**src/rtl/ffapuf_pkg.sv**
```systemverilog
// Shared definitions for the FF-APUF evaluation sequencer: FSM encoding,
// fixed dwell constants and the Galois LFSR tap table.
package ffapuf_pkg;

   typedef enum logic [2:0] {
      S_IDLE,
      S_CLEAR,
      S_APPLY,
      S_LAUNCH,
      S_WAIT,
      S_SAMPLE,
      S_PRESENT
   } state_t;

   // Slice clear pulse length and synchronizer depth, in clock cycles.
   localparam int CLR_CYC  = 2;
   localparam int SYNC_CYC = 2;

   // Right-shifting Galois tap mask; bit (e-1) set for each polynomial term x^e.
   function automatic logic [63:0] lfsr_taps(input int w);
      case (w)
         8:       return 64'h0000_0000_0000_00B8;
         12:      return 64'h0000_0000_0000_0E08;
         16:      return 64'h0000_0000_0000_B400;  // x^16+x^14+x^13+x^11
         24:      return 64'h0000_0000_00E1_0000;
         32:      return 64'h0000_0000_A300_0000;
         default: return 64'h0000_0000_0000_B400;
      endcase
   endfunction

endpackage

```
**src/rtl/ffapuf_chal_lfsr.sv**
```systemverilog
// Challenge LFSR: loads the batch seed (a zero seed is forced to 1 so the
// register never locks up) and takes one Galois step per request.
module ffapuf_chal_lfsr
   import ffapuf_pkg::*;
#(
   parameter int W  = 16,
   parameter int CW = 12
) (
   input  logic          clk,
   input  logic          clr,
   input  logic          load,
   input  logic          step,
   input  logic [W-1:0]  seed,
   output logic [CW-1:0] chal
);

   localparam logic [W-1:0] TAPS = W'(lfsr_taps(W));

   logic [W-1:0] q;

   assign chal = q[CW-1:0];

   // Seed load has priority over stepping.
   always_ff @(posedge clk or negedge clr) begin
      if (!clr)
         q <= '0;
      else if (load)
         q <= (seed == '0) ? W'(1) : seed;
      else if (step)
         q <= (q >> 1) ^ (q[0] ? TAPS : '0);
   end

endmodule

```
**src/rtl/ffapuf_eval_sequencer.sv**
```systemverilog
// Batch challenge-response sequencer for a bank of FF-APUF slices.
// Optional feature: define FFAPUF_MAJ_VOTE_EN to evaluate each challenge
// N_VOTE times and report the per-slice majority.
module ffapuf_eval_sequencer
   import ffapuf_pkg::*;
#(
   parameter int N_SLICES = 4,
   parameter int SETTLE   = 4,
   parameter int LFSR_W   = 16,
   parameter int N_VOTE   = 5
) (
   input  logic                  clk,
   input  logic                  clr,
   input  logic                  start,
   input  logic                  abort,
   input  logic [7:0]            num_chal,
   input  logic [LFSR_W-1:0]     seed,
   output logic                  puf_clr,
   output logic                  puf_launch,
   output logic [3*N_SLICES-1:0] puf_chal,
   input  logic [N_SLICES-1:0]   puf_resp,
   output logic                  resp_valid,
   input  logic                  resp_ready,
   output logic [N_SLICES-1:0]   resp_data,
   output logic [3*N_SLICES-1:0] resp_chal,
   output logic                  busy,
   output logic                  done
);

   localparam int CW = 3*N_SLICES;
   localparam int TW = $clog2(SETTLE+1) + 1;

   if (SETTLE < 1 || LFSR_W < CW || N_VOTE < 3 || (N_VOTE % 2) == 0) begin : g_bad_cfg
      $error("ffapuf_eval_sequencer: illegal parameter combination");
   end

   state_t                state, nxt;
   logic [TW-1:0]         tmr, dwell;
   logic                  last, more, ab;
   logic                  lfsr_load, lfsr_step;
   logic [7:0]            cnt;
   logic [CW-1:0]         lfsr_chal;
   logic [N_SLICES-1:0]   sync1, sync2, word;

   // Abort only means something once a batch is running.
   assign ab = abort & (state != S_IDLE);

   // Outputs decode straight from the state register, so they reset cleanly.
   assign puf_clr    = (state inside {S_APPLY, S_LAUNCH, S_WAIT, S_SAMPLE, S_PRESENT});
   assign puf_launch = (state == S_LAUNCH);
   assign resp_valid = (state == S_PRESENT);
   assign busy       = (state != S_IDLE);

   ffapuf_chal_lfsr #(.W(LFSR_W), .CW(CW)) u_lfsr (
      .clk  (clk),
      .clr  (clr),
      .load (lfsr_load),
      .step (lfsr_step),
      .seed (seed),
      .chal (lfsr_chal)
   );

   // Dwell length of the current state; last marks its final cycle.
   always_comb begin
      dwell = TW'(1);
      case (state)
         S_CLEAR:         dwell = TW'(CLR_CYC);
         S_APPLY, S_WAIT: dwell = TW'(SETTLE);
         S_SAMPLE:        dwell = TW'(SYNC_CYC);
         default:         dwell = TW'(1);
      endcase
   end

   assign last = (tmr == dwell - TW'(1));

   // Next-state and LFSR control; abort overrides everything else.
   always_comb begin
      nxt       = state;
      lfsr_load = 1'b0;
      lfsr_step = 1'b0;
      case (state)
         S_IDLE:    if (start && num_chal != 8'd0) begin
                       nxt       = S_CLEAR;
                       lfsr_load = 1'b1;
                    end
         S_CLEAR:   if (last) nxt = S_APPLY;
         S_APPLY:   if (last) nxt = S_LAUNCH;
         S_LAUNCH:  if (last) nxt = S_WAIT;
         S_WAIT:    if (last) nxt = S_SAMPLE;
         S_SAMPLE:  if (last) nxt = more ? S_CLEAR : S_PRESENT;
         S_PRESENT: if (resp_ready) begin
                       lfsr_step = 1'b1;
                       nxt       = (cnt == 8'd1) ? S_IDLE : S_CLEAR;
                    end
         default:   nxt = S_IDLE;
      endcase
      if (ab) begin
         nxt       = S_IDLE;
         lfsr_step = 1'b0;
      end
   end

   // State register plus a dwell timer that restarts on every state change.
   always_ff @(posedge clk or negedge clr) begin
      if (!clr) begin
         state <= S_IDLE;
         tmr   <= '0;
      end else begin
         state <= nxt;
         if (nxt != state || state == S_IDLE || state == S_PRESENT)
            tmr <= '0;
         else
            tmr <= tmr + TW'(1);
      end
   end

   // Two-flop synchronizer on the asynchronous slice responses.
   always_ff @(posedge clk or negedge clr) begin
      if (!clr) begin
         sync1 <= '0;
         sync2 <= '0;
      end else begin
         sync1 <= puf_resp;
         sync2 <= sync1;
      end
   end

   // Batch counter, done pulse, challenge latch and response capture.
   always_ff @(posedge clk or negedge clr) begin
      if (!clr) begin
         cnt       <= '0;
         done      <= 1'b0;
         puf_chal  <= '0;
         resp_data <= '0;
         resp_chal <= '0;
      end else begin
         done <= ab | (lfsr_step && cnt == 8'd1);
         if (lfsr_load)
            cnt <= num_chal;
         else if (lfsr_step)
            cnt <= cnt - 8'd1;
         if (state == S_CLEAR)
            puf_chal <= lfsr_chal;
         if (state == S_SAMPLE && last && !more && !ab) begin
            resp_data <= word;
            resp_chal <= puf_chal;
         end
      end
   end

`ifdef FFAPUF_MAJ_VOTE_EN
   localparam int VW  = $clog2(N_VOTE+1);
   localparam int VCW = $clog2(N_VOTE);

   logic [VCW-1:0] vcnt;
   logic           smp_end;

   assign smp_end = (state == S_SAMPLE) && last;
   assign more    = (vcnt != VCW'(N_VOTE-1));

   // Evaluation index within the current challenge; cleared on abort or idle.
   always_ff @(posedge clk or negedge clr) begin
      if (!clr)
         vcnt <= '0;
      else if (ab || state == S_IDLE)
         vcnt <= '0;
      else if (smp_end)
         vcnt <= more ? vcnt + VCW'(1) : '0;
   end

   for (genvar g = 0; g < N_SLICES; g++) begin : g_vote
      logic [VW-1:0] ones, tot;

      // tot includes the sample being taken this cycle.
      assign tot     = ones + VW'(sync2[g]);
      assign word[g] = (tot > VW'(N_VOTE/2));

      // Per-slice ones counter; partial counts are dropped on abort.
      always_ff @(posedge clk or negedge clr) begin
         if (!clr)
            ones <= '0;
         else if (ab || state == S_IDLE)
            ones <= '0;
         else if (smp_end)
            ones <= more ? tot : '0;
      end
   end
`else
   assign more = 1'b0;
   assign word = sync2;
`endif

endmodule

```
**config.mk**
```make
export PLATFORM = sky130hd
export DESIGN_NAME = ffapuf_eval_sequencer
export DESIGN_NICKNAME = d
export VERILOG_FILES = /design/src/rtl/ffapuf_pkg.sv /design/src/rtl/ffapuf_chal_lfsr.sv /design/src/rtl/ffapuf_eval_sequencer.sv
export SDC_FILE = /design/constraint.sdc
export NUM_CORES = 1
export LEC_CHECK = 0
export CORE_ASPECT_RATIO = 1.4
export CORE_UTILIZATION = 25
export CTS_CLUSTER_DIAMETER = 40
export DETAILED_ROUTE_END_ITERATION = 8
export HOLD_SLACK_MARGIN = 0.12
export SLEW_MARGIN = 40
export SYNTH_ARGS = -nofsm -noshare
export SYNTH_HDL_FRONTEND = slang
export SYNTH_SLANG_ARGS = --single-unit
export TNS_END_PERCENT = 1
```
**constraint.sdc**
```tcl
create_clock -name clk -period 2.2 [get_ports clk]
set_input_delay 0.33 -clock clk [delete_from_list [all_inputs] [get_ports clk]]
set_output_delay 0.33 -clock clk [all_outputs]
set_load 0.005 [all_outputs]
```
==> metrics.md <==
| Metric | Value |
|---|---|
| Final nets | 386 |
| Post-Syn Area | about 3000 um2 |
| Status | complete, but fails checks |
| Net Count, Synth | 303 |
| WL/cell | 14.9 um |
| Skew final | around 2.7 ps |
| Synth Flop Type | dfrtp_1 |
| Slew headroom | roughly three fifths |
| Global-route wire length before repair | 12.1 mm |
| Drt drc | 0 |
| Worst slew pin tran | 577 ps |
| Worst Path Required | 2410 ps |
| Die height | 132 um |
| Int Pwr | 3.97 mW |
| Reg-to-Reg Start | state[1] |
| Clock power frac | 26.5% |
| Layout area overhead | 42.2% |
| Sum Neg Setup Slack | -8.95 ps |
| CTS sink cnt | 68 |
| Design area | 4310 um2 |
| Dpl hpwl | 5.27 mm |
| Antenna Nets Post-Route | 0 |
| Register area share after synthesis | a little under three fifths |
| Fillers | 1136 |
| NetSw | approximately 1.8 mW |
| Antenna violations before repair | 0 |
| Routed WL | 7.45 mm |
| First drt pass iteration count | 7 |
| Root buf cell | clkbuf_16 |
| Crit path largest cell delay | 500 ps |
| Worst hold slack | 350 ps |
| Full die area | 12600 um2 |
| Final Wtd Congestion | about 0.83 |
| Max_cap viols | 0 |
| Failing checks | negative setup slack |
| Critical-path maximum fanout | 16 |
| Maximum clock rate | 453 MHz |
| Final Setup Violations | 1 |
| GRT Overall Usage | 12.6% |
| Vias | 2392 |
| Slowest cell on the critical path | or4b_4 |
| Number of global-route vias before repair | 2425 |
| Die width | 95.1 um |
| Hold crit path type | reg -> reg |
| Layout cell share with drive strength beyond 1 | between 20% and 30% |
| Port buffer count | 65 |
| Reg2Reg Depth | 6 |
| Largest net degree at the start of global routing | between 60 and 70 |
| Unrepaired setup endpoints after global routing | yes |
| Inst Count DP | 484 |
| R2R setup slack | -9 ps |
| CP Class | reg -> reg |
| # diodes | 0 |
| Clock transition at path regs | 50 ps |
| Final worst slack | -8.95 ps |
| Initial core utilization | 25.6% |
| Row cnt | 47 |
| Worst setup endpoint | resp_data[2] |
| CTS HTree Levels | 3 |
| Later-pin clock latency in the skew report | 320 ps |
| Gr ovfl total | 0 |
| CP Depth | 6 |
| R2r endpoint | resp_data[2] |
| Synth Instances | 267 |
| Total power | between 5 and 6 mW |
| #FFs+latches synth | 68 |
| Final hold violations | 0 |
| Final min period | 2210 ps |
| Non-Filler Instances | 501 |
| Num ports | 66 |
| Maximum VDD drop | 0.436 mV |
| Final Max Slew Viols | 0 |
| Maximum root-to-sink buffer count | 2 |
| Leakage power | 1.89 nW |
| Critical path cell sequence | or3_4 -> a211oi_2 -> o31ai_2 -> or4b_4 -> buf_12 -> mux2_4 |
| Mapped Avg Cell Area | 11.3 um2 |
| Critical path buffer and inverter count | 1 |
| Critical path's top delay family | simple AND/OR/NAND/NOR gates |
| Worst Path Arrival | 2420 ps |
| Worst Setup SP | state[1] |
| Sw frac | 31.0% |
| 1st-iter DRT viols | between 100 and 150 |
| Synth warn | 0 |
| CTS tree | built |
| DP Area | 3950 um2 |
| Final period util | 100% |
| CORE AREA | about 12000 um2 |
| CP endpoint kind | flop |
| Flop pwr share | 36.9% |
| Cts bufs inserted | 9 |
| CP startpoint kind | flop |
| FFs w/ async S/R, synth | 100% |
| Logic pwr share | 36.6% |
| Yosys cell types | 39 |
| Power Density | between 1000 and 1500 nW/um2 |
| Vias per std cell | between 4 and 5 |
| Number of synthesized flops with an enable pin | 0 |
## worst min path at each step
stage	depth (start not counted)	slack (ps)	end	start
CTS	0	350	sync2[2]	sync1[2]
detailed placement	0	340	sync2[2]	sync1[2]
global placement	0	330	sync2[1]	sync1[1]
floorplan	0	30	cnt[0]	clr
finish	0	350	sync2[2]	sync1[2]
global route	0	360	sync2[0]	sync1[0]
## cells in the mapped netlist, drive strengths merged, types with 5 or more instances
library cell,number,share of area (%)
nor3,6,0.99
inv,11,1.4
a22oi,7,1.7
xnor2,5,1.4
mux2,28,12
nand3,5,0.83
nand2,30,3.7
nor2,24,3.0
clkbuf,11,1.4
dfrtp,68,56
a21oi,9,1.6
nor4,8,1.7
o21ai,13,2.1
## cell usage in the layout, fill, tap and decap left out, drive strengths merged, types with 4 or more instances in the layout
cell | Yosys | routed
o211ai | 4 | 4
nand2 | 30 | 30
inv | 11 | 11
nor4 | 8 | 8
clkdlybuf4s50 | 0 | 64
mux2 | 28 | 28
nor3 | 6 | 6
nand3 | 5 | 5
a222oi | 4 | 4
buf | 4 | 22
dfrtp | 68 | 68
a21oi | 9 | 9
xnor2 | 5 | 5
clkbuf | 11 | 11
nor2 | 24 | 24
a22oi | 7 | 7
o21ai | 13 | 13
## cell families after synthesis
logic type	synth area share [%]
compound gates	11.3
buf+inv	4.25
fa+ha+maj	1.24
simple gates	13.7
mux	11.6
flops	56.2
xor+xnor	1.73
## sequential cells by signal, indices dropped and copies added, names as in the netlist
| signal | flops |
|---|---|
| resp_chal | 12 |
| done | 1 |
| cnt | 8 |
| state | 3 |
| sync1 | 4 |
| resp_data | 4 |
| puf_chal | 12 |
| tmr | 4 |
| sync2 | 4 |
| u_lfsr.q | 16 |
## power by group through the flow
stage	Clock, mW	Combinational [mW]	Sequential (mW)
after floorplan	0	1.16	2.04
after global placement	0	2.01	2.13
after detailed placement	0	2.05	2.15
after CTS	1.56	2.08	2.13
after global routing	1.63	2.30	2.20
final	1.52	2.10	2.13
## metal layers
| layer | GRT usage, % | vias to the layer above | wire length [um] |
|---|---|---|---|
| met5 | 0 | - | 0 |
| met3 | 2.60 | 17 | 310 |
| met4 | 6.73 | 0 | 216 |
| met2 | 20.2 | 73 | 3850 |
| met1 | 15.8 | 1179 | 3070 |
| li1 | - | 1123 | - |
## metrics by stage
step | util (%) | setup WS, ps
after floorplan | - | -182
after global placement | 33.4 | -156
after detailed placement | 33.4 | -211
after CTS | 36.2 | -13.8
after global routing | 36.4 | -78.4
final | 36.4 | -8.95
## worst register-to-register path, delay by kind of cell, from the launching register on
family,cells,cell delay (ps)
compound gates,2,310
mux,1,320
buf+inv,1,180
simple gates,2,910
flops,1,380
## cell type report
| class | count | area (um2) | share of cell area, % |
|---|---|---|---|
| inverter | 11 | 41.3 | 0.958 |
| sequential | 68 | 1700 | 39.5 |
| tap | 147 | 184 | 4.27 |
| clock inverter | 4 | 73.8 | 1.71 |
| multi-input combinational | 173 | 1220 | 28.4 |
| timing repair buffer | 87 | 840 | 19.5 |
| clock buffer | 11 | 243 | 5.63 |
## timing repair
action | CTS | global route
gates cloned | 0 | 1
endpoints found under the hold margin | 68 | 0
gates resized for setup | 2 | 4
buffers inserted | 0 | 0
endpoints found under the setup margin | 22 | 22
hold buffers | 1 | 0
No activity file was read; power rests on OpenSTA's default activity.
